<file path="config.mk">
export PLATFORM = sky130hd
export DESIGN_NAME = pipe_stage_reg
export DESIGN_NICKNAME = d
export VERILOG_FILES = /design/src/rtl/pipe_pkg.sv /design/src/rtl/pipe_entry.sv /design/src/rtl/pipe_stage_reg.sv
export SDC_FILE = /design/constraint.sdc
export NUM_CORES = 1
export LEC_CHECK = 0
export BUFFER_PORTS_ARGS = -buffer_cell sky130_fd_sc_hd__buf_4
export CORE_MARGIN = 1
export CORE_UTILIZATION = 43
export DETAILED_ROUTE_END_ITERATION = 8
export PLACE_DENSITY = 0.76
export SYNTH_ARGS = -nofsm -noshare
export SYNTH_HDL_FRONTEND = slang
export SYNTH_SLANG_ARGS = --single-unit
export TNS_END_PERCENT = 20
</file>
<file path="constraint.sdc">
create_clock -name clk -period 1.3 [get_ports clk]
set_clock_uncertainty 0.1 [all_clocks]
set_input_delay 0.26 -clock clk [delete_from_list [all_inputs] [get_ports clk]]
set_output_delay 0.26 -clock clk [all_outputs]
set_load 0.02 [all_outputs]
</file>
<file path="src/rtl/pipe_pkg.sv">
// rtl/pipe_pkg.sv - shared constants and stage-state enum for pipeline stage registers
package pipe_pkg;

  localparam logic [31:0] PIPE_NOP_IR = 32'h0000_0000;

  localparam int PIPE_DEFAULT_DATA_WIDTH = 32;
  localparam int PIPE_DEFAULT_NUM_FIELDS = 2;
  localparam int PIPE_DEFAULT_IR_WIDTH   = 32;

  typedef enum logic [1:0] {
    EMPTY = 2'd0,
    FULL  = 2'd1,
    SKID  = 2'd2
  } stage_state_e;

endpackage

</file>
<file path="src/rtl/pipe_entry.sv">
// rtl/pipe_entry.sv - enable-and-clear register holding one {IR, data} entry
module pipe_entry #(
  parameter int WIDTH = 96
) (
  input  logic             clk,
  input  logic             reset,
  input  logic             load,
  input  logic             clear,
  input  logic [WIDTH-1:0] d,
  output logic [WIDTH-1:0] q
);

  // Clear wins over load so a flushed entry never keeps a same-cycle payload.
  always_ff @(posedge clk) begin
    if (!reset) begin
      q <= '0;
    end else if (clear) begin
      q <= '0;
    end else if (load) begin
      q <= d;
    end
  end

endmodule

</file>
<file path="src/rtl/pipe_stage_reg.sv">
// rtl/pipe_stage_reg.sv - valid/ready pipeline stage register, optional skid entry via PIPE_STAGE_SKID_EN
module pipe_stage_reg
  import pipe_pkg::*;
#(
  parameter int DATA_WIDTH = PIPE_DEFAULT_DATA_WIDTH,
  parameter int NUM_FIELDS = PIPE_DEFAULT_NUM_FIELDS,
  parameter int IR_WIDTH   = PIPE_DEFAULT_IR_WIDTH
) (
  input  logic                             clk,
  input  logic                             reset,
  input  logic                             flush,
  input  logic                             in_valid,
  output logic                             in_ready,
  input  logic [IR_WIDTH-1:0]              in_IR,
  input  logic [NUM_FIELDS*DATA_WIDTH-1:0] in_data,
  output logic                             out_valid,
  input  logic                             out_ready,
  output logic [IR_WIDTH-1:0]              out_IR,
  output logic [NUM_FIELDS*DATA_WIDTH-1:0] out_data
);

  localparam int DW_ALL = NUM_FIELDS * DATA_WIDTH;
  localparam int PW     = IR_WIDTH + DW_ALL;

  stage_state_e state, state_n;

  logic [PW-1:0] in_payload;
  logic [PW-1:0] main_d;
  logic [PW-1:0] main_q;
  logic          main_load;
  logic          main_clear;

  assign in_payload = {in_IR, in_data};

`ifdef PIPE_STAGE_SKID_EN
  logic [PW-1:0] skid_q;
  logic          skid_load;
  logic          skid_clear;
  logic          main_from_skid;
  logic          in_ready_q;

  assign main_d = main_from_skid ? skid_q : in_payload;
`else
  assign main_d = in_payload;
`endif

  // State register; reset dominates every other input.
  always_ff @(posedge clk) begin
    if (!reset) begin
      state <= EMPTY;
    end else begin
      state <= state_n;
    end
  end

  // Next-state and entry-control decode: flush beats the handshake.
  always_comb begin
    state_n    = state;
    main_load  = 1'b0;
    main_clear = 1'b0;
`ifdef PIPE_STAGE_SKID_EN
    skid_load      = 1'b0;
    skid_clear     = 1'b0;
    main_from_skid = 1'b0;
`endif
    if (flush) begin
      state_n    = EMPTY;
      main_clear = 1'b1;
`ifdef PIPE_STAGE_SKID_EN
      skid_clear = 1'b1;
`endif
    end else begin
      case (state)
        EMPTY: begin
          if (in_valid) begin
            main_load = 1'b1;
            state_n   = FULL;
          end
        end
        FULL: begin
          if (out_ready) begin
            if (in_valid) begin
              main_load = 1'b1;
            end else begin
              main_clear = 1'b1;
              state_n    = EMPTY;
            end
          end else if (in_valid) begin
`ifdef PIPE_STAGE_SKID_EN
            // Downstream stalled but we advertised ready: park the beat in skid.
            skid_load = 1'b1;
            state_n   = SKID;
`endif
          end
        end
`ifdef PIPE_STAGE_SKID_EN
        SKID: begin
          if (out_ready) begin
            main_load      = 1'b1;
            main_from_skid = 1'b1;
            skid_clear     = 1'b1;
            state_n        = FULL;
          end
        end
`endif
        default: begin
          main_clear = 1'b1;
          state_n    = EMPTY;
        end
      endcase
    end
  end

  pipe_entry #(.WIDTH(PW)) u_main (
    .clk   (clk),
    .reset (reset),
    .load  (main_load),
    .clear (main_clear),
    .d     (main_d),
    .q     (main_q)
  );

`ifdef PIPE_STAGE_SKID_EN
  pipe_entry #(.WIDTH(PW)) u_skid (
    .clk   (clk),
    .reset (reset),
    .load  (skid_load),
    .clear (skid_clear),
    .d     (in_payload),
    .q     (skid_q)
  );

  // Registered ready keeps out_ready off the upstream timing path.
  always_ff @(posedge clk) begin
    if (!reset) begin
      in_ready_q <= 1'b1;
    end else begin
      in_ready_q <= (state_n != SKID);
    end
  end

  assign in_ready = in_ready_q;
`else
  assign in_ready = (state == EMPTY) || out_ready;
`endif

  assign out_valid = (state != EMPTY);
  assign out_IR    = out_valid ? main_q[PW-1 -: IR_WIDTH] : IR_WIDTH'(PIPE_NOP_IR);
  assign out_data  = out_valid ? main_q[DW_ALL-1:0] : '0;

endmodule

</file>
==> results of run 1 <==
[sequential cells by signal, indices dropped and copies added, names as in the netlist]
register	flops
u_main.q	96
state	1
[metrics by stage]
step                worst slack [ns]  setup TNS (ns)  power, mW
global placement              -0.111           -3.85       3.91
finish                        -0.362          -45.09       5.63
detailed placement            -0.164           -8.34       3.93
floorplan                    -0.0993           -5.42       3.51
CTS                           -0.394          -48.28       5.68
global route                  -0.429          -59.39       5.86
[repair_timing]
action	CTS	global route
setup buffers	1	0
pin swaps	0	1
resized for setup	14	23
cloned	1	0
setup endpoints to repair	194	195
[cells in the final DEF (no fill, tap or decap), types with 3 or more instances in the layout]
master      n
a21oi_2    30
o21ai_1    24
buf_12     12
and2_2     40
buf_4     198
buf_6      12
and2_1     56
o21ai_0    72
a21oi_1    66
nand3_2    30
nand3_1    66
inv_6       3
clkbuf_8    9
dfxtp_1    96
[cells by family after synthesis]
logic type,Yosys count,synth area share (%)
AO/OA/AOI/OAI,194,23.4
flip-flops,97,41.8
AND/OR/NAND/NOR,197,27.3
buffers and inverters,63,7.51
[power by group through the flow]
| stage | combinational (mW) | sequential [mW] | clock, mW |
|---|---|---|---|
| 2_1_floorplan | 0.393 | 3.12 | 0 |
| 3_3_place_gp | 0.786 | 3.13 | 0 |
| 3_5_place_dp | 0.801 | 3.13 | 0 |
| 4_1_cts | 0.818 | 3.06 | 1.80 |
| 5_1_grt | 0.884 | 3.07 | 1.91 |
| 6_report | 0.821 | 3.06 | 1.74 |
[worst max-delay path by stage]
stage                               to  depth (start not counted)  slack (ns)
final                         in_ready                          3       -0.36
after global placement    u_main.q[12]                          5       -0.11
after CTS                    out_IR[3]                          3       -0.39
after detailed placement   u_main.q[6]                          5       -0.16
after global routing      out_data[57]                          3       -0.43
after floorplan           u_main.q[47]                          8        -0.1
[cell type report]
class / instances / area share (%)
Clock buffer: 9 / 1.87
Clock inverter: 6 / 0.641
Inverter: 1 / 0.132
Multi-Input combinational cell: 391 / 36.6
Sequential cell: 97 / 29.3
Tap cell: 136 / 2.57
Timing Repair Buffer: 224 / 28.9
[critical path: cells and delay by family, from the launching register on]
family / cells / cell delay, ns
simple gates: 1 / 0.22
flops: 1 / 0.44
buf+inv: 2 / 0.30
[per-layer routing]
| metal | vias up | wire length, µm | share of wire [%] |
|---|---|---|---|
| li1 | 2245 | - | - |
| met5 | - | 0 | 0 |
| met2 | 217 | 6630 | 49 |
| met4 | 0 | 226 | 1.7 |
| met3 | 20 | 1030 | 7.6 |
| met1 | 2194 | 5650 | 42 |
==> impl_metrics.csv, run 1 <==
group,metric,value,unit
cells_and_area,multi_input_area,2420,µm²
critical_path,rr_startpoint,"state[0]",
logic_synthesis,seq_area_frac_synth,41.8,%
global_route,grt_pass1_wl,21400,µm
power,clockPowerShare,30.9,%
critical_path,cp-startpoint,"state[0]",
floorplan,die_h,106,µm
worst_hold_path,hold_depth,3,
critical_path,crit_chain,"nor2b_4 -> inv_6 -> buf_4",
cts,cts_max_path_buffers,2,
cells_and_area,fin_area,6630,µm²
global_route,grt.busiest_layer,"met2",
timing,clock.fmax,0.602,GHz
logic_synthesis,synth_most_common_cell,"dfxtp_1",
critical_path,slowest_delay,0.44,ns
critical_path,critPathArrivalTime,1.30,ns
global_route,grt_usage,23.7,%
drt,wirelength,13500,µm
timing,setup_viol,195,
power,p_sw,1.49,mW
flow_run,maxCapViolCount,0,
logic_synthesis,yosys.area.top_type_share,41.8,%
critical_path,critPathSlowestCell,"dfxtp_4",
floorplan,start_util,44.6,%
global_route,antenna_found_initial,0,
cells_and_area,final_util,63.7,%
outcome,violations,"negative setup slack",
cts,cts_buffers,9,
cts,ctsHoldBuffers,0,
power,p_per_area,848,nW/µm²
placement,placed_cells,847,
global_route,first_global_vias,4437,
cells_and_area,n_antenna_cell,0,
timing,finalHoldViolations,0,
global_route,grt_use_met2,39.0,%
timing,finalCritPeriodShare,128,%
worst_hold_path,hp-class,"primary input to flip-flop",
cts,cts_sinks,97,
cells_and_area,synthToLayoutAreaGrowth,42.7,%
critical_path,worstRegToRegCells,5,
cells_and_area,ff_latch_area,1950,µm²
timing,fin_ws,-0.362,ns
logic_synthesis,synth_edf_count,0,
drt,final_antenna_net_count,0,
global_route,grt-ovfl-total,0,
critical_path,criticalPathCategory,"flip-flop to primary output",
global_route,grt_max_degree,50,
placement,place_congestion,0.824,
global_route,met1_usage,30.8,%
logic_synthesis,syn_avg_cell_area,8.44,µm²
power,p_comb_share,14.6,%
cts,cts_tree,"yes",
timing,rsz0062_at_grt,"true",
cells_and_area,finalNetCount,825,
critical_path,cp.required,0.94,ns
timing,fin_crit,1.66,ns
floorplan,coreArea,10400,µm²
global_route,met3_usage,4.78,%
critical_path,reg2reg_slack,-0.19,ns
logic_synthesis,synthArstFlopShare,0,%
cells_and_area,drive_above_1_share,47.4,%
placement,port_buffers,198,
logic_synthesis,yosys.area.top_type,"dfxtp_1",
logic_synthesis,ys_ff_latch,97,
power,power.leakage,2.69,nW
outcome,status,"finished with violations",
worst_hold_path,hold_path_end,"u_main.q[45]",
logic_synthesis,postSynthCellCount,551,
floorplan,pin_count,199,
drt,drtIter0Drc,246,
worst_hold_path,worstHoldStart,"in_data[45]",
floorplan,die-area,11200,µm²
floorplan,rows,37,
logic_synthesis,synth_area_leaders,"dfxtp_1 42%, and2_1 13%, o21ai_0 10%",
critical_path,cp-start-kind,"flip-flop",
timing,relSlewSlack,81.1,%
cts,htree_levels,3,
floorplan,die_w,106,µm
timing,hold_ws,0.0530,ns
critical_path,critPathMaxFanout,19,
cts,cts.root.buffer_cell,"clkbuf_8",
drt,drc,0,
cells_and_area,fillerInstances,908,
cells_and_area,fin_cells,864,
drt,routedWlPerCell,15.7,µm
timing,drv_slew,0,
placement,placed_cell_area,6380,µm²
logic_synthesis,yosysWarnings,0,
logic_synthesis,synth_nets,652,
logic_synthesis,synthFlopType,"dfxtp_1",
drt,vias,4676,
cts,clkSlewWorstSetupHoldPaths,0.10,ns
drt,routed_via_density,5.41,
power,swShare,26.6,%
power,p_seq_share,54.5,%
logic_synthesis,synth.distinct_cells,22,
logic_synthesis,synth_common_cells,"97 x dfxtp_1, 96 x and2_1, 95 x o21ai_0, 66 x a21oi_1, 66 x nand3_1",
placement,hpwlAfterDp,9150,µm
timing,worst_pin_slew,0.282,ns
logic_synthesis,synthesis.area,4650,µm²
drt,drt_pass1_iterations,8,
cts,worstSkewPairLatency,0.34,ns
power,peakVddDrop,0.418,mV
power,p_int,4.13,mW
critical_path,r2r-end,"u_main.q[56]",
critical_path,worst_setup_path_end_kind,"primary output",
(Power assumes the default switching activity.)
==> run 2, diff against run 1 <==
- SKIP_CTS_REPAIR_TIMING: not set -> 1
==> run 2 against run 1 <==
Against the previous run:
- the run still ends with negative setup slack left
- die area unchanged
- sequential share of layout area is 0.57 points lower
- maximum frequency fell by 1.0%
- global-route usage decreased by 0.54 points
- sequential cell count is the same
- critical path depth stayed put
- first-iteration DRC count grew 10%
- clock power is essentially flat
- wire length grew 3.0%
- cell count grew 1.0%
- utilization up 1.3 points
- largest cell class unchanged
==> impl_metrics.csv, run 2 (synthesized netlist as in run 1, its figures left out) <==
group,metric,value,unit
floorplan,pin_count,199,
power,finalPower,5.66,mW
critical_path,critPathMaxFanout,8,
global_route,first_global_vias,4379,
cts,cts_max_path_buffers,2,
cts,worstSkewPairLatency,0.35,ns
cells_and_area,largestRegisters,"u_main.q: 96 flops, state: 1 flops",
floorplan,rows,37,
power,peakVddDrop,0.418,mV
global_route,grt_usage,23.2,%
worst_hold_path,hp-class,"primary input to flip-flop",
timing,fin_crit,1.68,ns
power,power.leakage,2.75,nW
drt,drtIter0Drc,271,
drt,routed_via_density,5.38,
cts,cts.root.buffer_cell,"clkbuf_8",
critical_path,cp.required,0.94,ns
cells_and_area,largest-register,"u_main.q",
power,clockPowerShare,30.9,%
global_route,grt_pass1_wl,21000,µm
cells_and_area,finalNetCount,834,
critical_path,critPathArrivalTime,1.32,ns
cts,cts_sinks,97,
placement,hpwlAfterDp,9150,µm
critical_path,worst_setup_path_end_kind,"primary output",
timing,clock.fmax,0.595,GHz
cells_and_area,final_util,64.9,%
floorplan,die_w,106,µm
drt,drt_pass1_iterations,5,
power,swShare,26.7,%
drt,wirelength,13900,µm
cells_and_area,final_cell_mix,"201 x buf_4, 96 x dfxtp_1, 81 x o21ai_0",
cts,cts_tree,"yes",
cts,clkSlewWorstSetupHoldPaths,0.10,ns
drt,routedWlPerCell,16.0,µm
timing,drv_slew,0,
global_route,antenna_found_initial,0,
timing,fin_ws,-0.380,ns
cells_and_area,synthToLayoutAreaGrowth,45.5,%
timing,relSlewSlack,81.2,%
cts,cts_buffers,9,
flow_run,maxCapViolCount,0,
drt,vias,4701,
critical_path,critPathSlowestCell,"dfxtp_4",
cells_and_area,drive_above_1_share,49.1,%
outcome,status,"finished with violations",
power,p_comb_share,15.0,%
timing,rsz0062_at_grt,"true",
critical_path,crit_chain,"nor2b_4 -> clkinv_8 -> buf_6",
floorplan,die-area,11200,µm²
floorplan,coreArea,10400,µm²
cells_and_area,n_antenna_cell,0,
drt,drc,0,
timing,finalHoldViolations,0,
cts,htree_levels,3,
cells_and_area,fillerInstances,898,
critical_path,critPathBufInv,2,
critical_path,slowest_delay,0.43,ns
floorplan,die_h,106,µm
timing,setup_viol,195,
cells_and_area,largest_register_ffs,96,
cells_and_area,final_common_cell,"buf_4",
power,p_per_area,837,nW/µm²
power,p_sw,1.51,mW
critical_path,cp-start-kind,"flip-flop",
critical_path,criticalPathCategory,"flip-flop to primary output",
power,p_int,4.15,mW
placement,place_congestion,0.824,
power,p_seq_share,54.1,%
floorplan,start_util,44.6,%
global_route,grt_max_degree,77,
timing,worst_pin_slew,0.281,ns
outcome,violations,"negative setup slack",
critical_path,critPathTopFamily,"flip-flops",
placement,port_buffers,198,
global_route,grt-ovfl-total,0,
drt,final_antenna_net_count,0,
timing,finalCritPeriodShare,129,%
run 2: area by class of cell:
type	count	area (µm²)	area share [%]
clock buffers	9	124	1.83
clock inverters	6	42.5	0.629
repair buffers	233	2010	29.7
well taps	136	170	2.52
flip-flops and latches	97	1950	28.8
inverters	1	16.3	0.240
multi-input cells	391	2450	36.3
run 2: power by group through the flow:
stage / registers, mW / logic (mW) / clock network, mW
after floorplan: 3.12 / 0.393 / 0
after global placement: 3.13 / 0.786 / 0
after detailed placement: 3.13 / 0.801 / 0
after CTS: 3.06 / 0.803 / 1.80
after global routing: 3.07 / 0.912 / 1.91
final: 3.06 / 0.849 / 1.75
run 2: worst min-delay path, delay by kind of cell:
family	cells	cell delay [ns]
compound gates	1	0.05
simple gates	1	0.05
buf+inv	1	0.11
run 2: path summary, 6_finish.rpt:
path / start / endpoint / slack (ns) / cells after the start
setup / recovery: state[0] / in_ready / -0.38 / 3
hold / removal: in_data[15] / u_main.q[15] / 0.05 / 3
setup reg to reg: state[0] / u_main.q[76] / -0.32 / 7
hold reg to reg: u_main.q[81] / u_main.q[81] / 0.38 / 2
run 2: metal layers:
layer  wire (µm)  GRT usage [%]
met3         946           4.90
met2        7010           38.4
met4         200           7.84
met5           0              0
met1        5790           30.0
run 2: through the flow:
stage	worst slack (ns)	TNS, ns	instance area [µm²]	hold slack (ns)	cells
3_5_place_dp	-0.164	-8.34	6380	0.364	847
2_1_floorplan	-0.0993	-5.42	4710	0.283	551
4_1_cts	-0.451	-43.05	6550	0.0328	862
5_1_grt	-0.434	-66.26	6760	0.0393	873
3_3_place_gp	-0.111	-3.85	6380	0.356	847
6_report	-0.380	-53.31	6760	0.0524	873
==> run 3, diff against run 2 <==
- CELL_PAD_IN_SITES_DETAIL_PLACEMENT: not set -> 0
- CELL_PAD_IN_SITES_GLOBAL_PLACEMENT: not set -> 1
- CORE_UTILIZATION: 43 -> 31
- PLACE_DENSITY: 0.76 -> 0.77
==> run 3 against run 2 <==
Against the previous run:
- the run still ends with negative setup slack left
- critical path depth is the same
- first-iteration DRC count increased by 24%
- cell count is 4.9% higher
- power grew 12%
- register-to-register slack better by 0.08 ns
- maximum frequency grew 3.1%
- sequential cell count did not move
- die area up 38%
- worst setup slack better by 0.051 ns
- sequential power about the same
- worst hold slack gained 0.014 ns
- sequential share of layout area shrank 0.25 points
- largest cell class unchanged
- largest power group unchanged
==> impl_metrics.csv, run 3 (synthesized netlist as in run 1, its figures left out) <==
group,metric,value,unit
drt,drt_pass1_iterations,6,
critical_path,worst_setup_path_end_kind,"primary output",
cts,htree_levels,3,
critical_path,critPathSlowestCell,"dfxtp_4",
placement,place_congestion,0.784,
global_route,grt_pass1_wl,22300,µm
timing,worst_pin_slew,0.317,ns
floorplan,die_h,124,µm
drt,routedWlPerCell,15.4,µm
placement,port_buffers,198,
drt,wirelength,14100,µm
cts,cts_sinks,97,
floorplan,rows,44,
drt,drc,0,
cells_and_area,n_antenna_cell,0,
cells_and_area,drive_above_1_share,48.8,%
floorplan,start_util,31.9,%
global_route,grt_max_degree,55,
outcome,violations,"negative setup slack",
cts,clkSlewWorstSetupHoldPaths,0.06,ns
cells_and_area,finalNetCount,829,
outcome,status,"finished with violations",
timing,finalCritPeriodShare,125,%
cells_and_area,synthToLayoutAreaGrowth,46.8,%
placement,post-place-ws,-0.121,ns
cells_and_area,multi_input_area,2460,µm²
cells_and_area,final_cell_mix,"207 x buf_4, 96 x dfxtp_1, 73 x o21ai_0",
timing,tns,-40.90,ns
floorplan,die_w,124,µm
drt,vias,4637,
cells_and_area,final_common_cell,"buf_4",
timing,relSlewSlack,78.8,%
critical_path,critPathMaxFanout,6,
cells_and_area,largest_register_ffs,96,
power,finalPower,6.31,mW
cells_and_area,final_util,46.8,%
worst_hold_path,hp-class,"primary input to flip-flop",
global_route,antenna_found_initial,0,
timing,hold_ws,0.0664,ns
timing,finalHoldViolations,0,
floorplan,coreArea,14600,µm²
drt,drtIter0Drc,337,
cells_and_area,ff_latch_area,1950,µm²
drt,routed_via_density,5.06,
cells_and_area,fillerInstances,1385,
power,p_per_area,925,nW/µm²
power,power.leakage,2.74,nW
power,peakVddDrop,0.530,mV
floorplan,pin_count,199,
critical_path,cp-start-kind,"flip-flop",
timing,setup_viol,194,
timing,fin_crit,1.63,ns
critical_path,slowest_delay,0.41,ns
cts,cts_max_path_buffers,2,
cts,cts_buffers,9,
cts,cts.root.buffer_cell,"clkbuf_16",
global_route,grt_usage,17.6,%
flow_run,maxCapViolCount,0,
critical_path,crit_chain,"nor2b_4 -> clkinv_4 -> buf_4",
timing,rsz0062_at_grt,"true",
critical_path,criticalPathCategory,"flip-flop to primary output",
cells_and_area,largest-register,"u_main.q",
global_route,first_global_vias,4360,
placement,hpwlAfterDp,9560,µm
critical_path,critPathArrivalTime,1.27,ns
timing,fin_ws,-0.329,ns
drt,final_antenna_net_count,0,
cts,worstSkewPairLatency,0.34,ns
global_route,grt-ovfl-total,0,
floorplan,die-area,15500,µm²
timing,drv_slew,0,
critical_path,cp.required,0.94,ns
timing,clock.fmax,0.614,GHz
cts,cts_tree,"yes",
cells_and_area,largestRegisters,"u_main.q: 96 flops, state: 1 flops",
run 3: changes by cell type in the layout (fill, tap and decap cells not counted), sizes merged:
| cell | previous run | this run |
|---|---|---|
| clkbuf | 10 | 11 |
| clkinv | 4 | 5 |
| buf | 232 | 228 |
| inv | 3 | 0 |
run 3: worst paths after layout:
| kind | to | startpoint | slack, ns | cells past startpoint |
|---|---|---|---|---|
| worst max-delay path | in_ready | state[0] | -0.33 | 3 |
| worst min-delay path | u_main.q[84] | in_IR[20] | 0.07 | 3 |
| worst max register to register | u_main.q[88] | state[0] | -0.24 | 7 |
| worst min register to register | u_main.q[80] | u_main.q[80] | 0.37 | 2 |
run 3: critical path: cells and delay by family (launching register included):
kind,cells,cell delay [ns]
buffers and inverters,2,0.27
flip-flops,1,0.41
AND/OR/NAND/NOR,1,0.25
run 3: area by class of cell:
type,instances,area share [%]
clock buffer,11,3.56
sequential,97,28.5
multi-input combinational,391,36.1
timing repair buffer,228,28.0
clock inverter,4,0.293
inverter,1,0.128
tap,184,3.37
run 3: power by group:
| part | leakage [nW] | internal (mW) | total [mW] | switching [mW] |
|---|---|---|---|---|
| combinational | 1.82 | 0.406 | 0.839 | 0.433 |
| clock | 0.135 | 1.33 | 2.41 | 1.08 |
| sequential | 0.786 | 3.04 | 3.07 | 0.0297 |
| total | 2.74 | 4.77 | 6.31 | 1.55 |
run 3: per-layer routing:
layer / routed length, µm / share of wire, % / track usage [%] / up-vias
met2: 6590 / 47 / 27.3 / 163
li1: - / - / - / 2243
met3: 795 / 5.7 / 3.52 / 16
met1: 6470 / 46 / 24.0 / 2215
met4: 201 / 1.4 / 6.38 / 0
met5: 0 / 0 / 0 / -
run 3: stage by stage:
| step | std cells | area (µm²) |
|---|---|---|
| final | 916 | 6820 |
| after global routing | 916 | 6820 |
| after CTS | 910 | 6710 |
| after detailed placement | 895 | 6450 |
| after global placement | 895 | 6450 |
| after floorplan | 551 | 4710 |
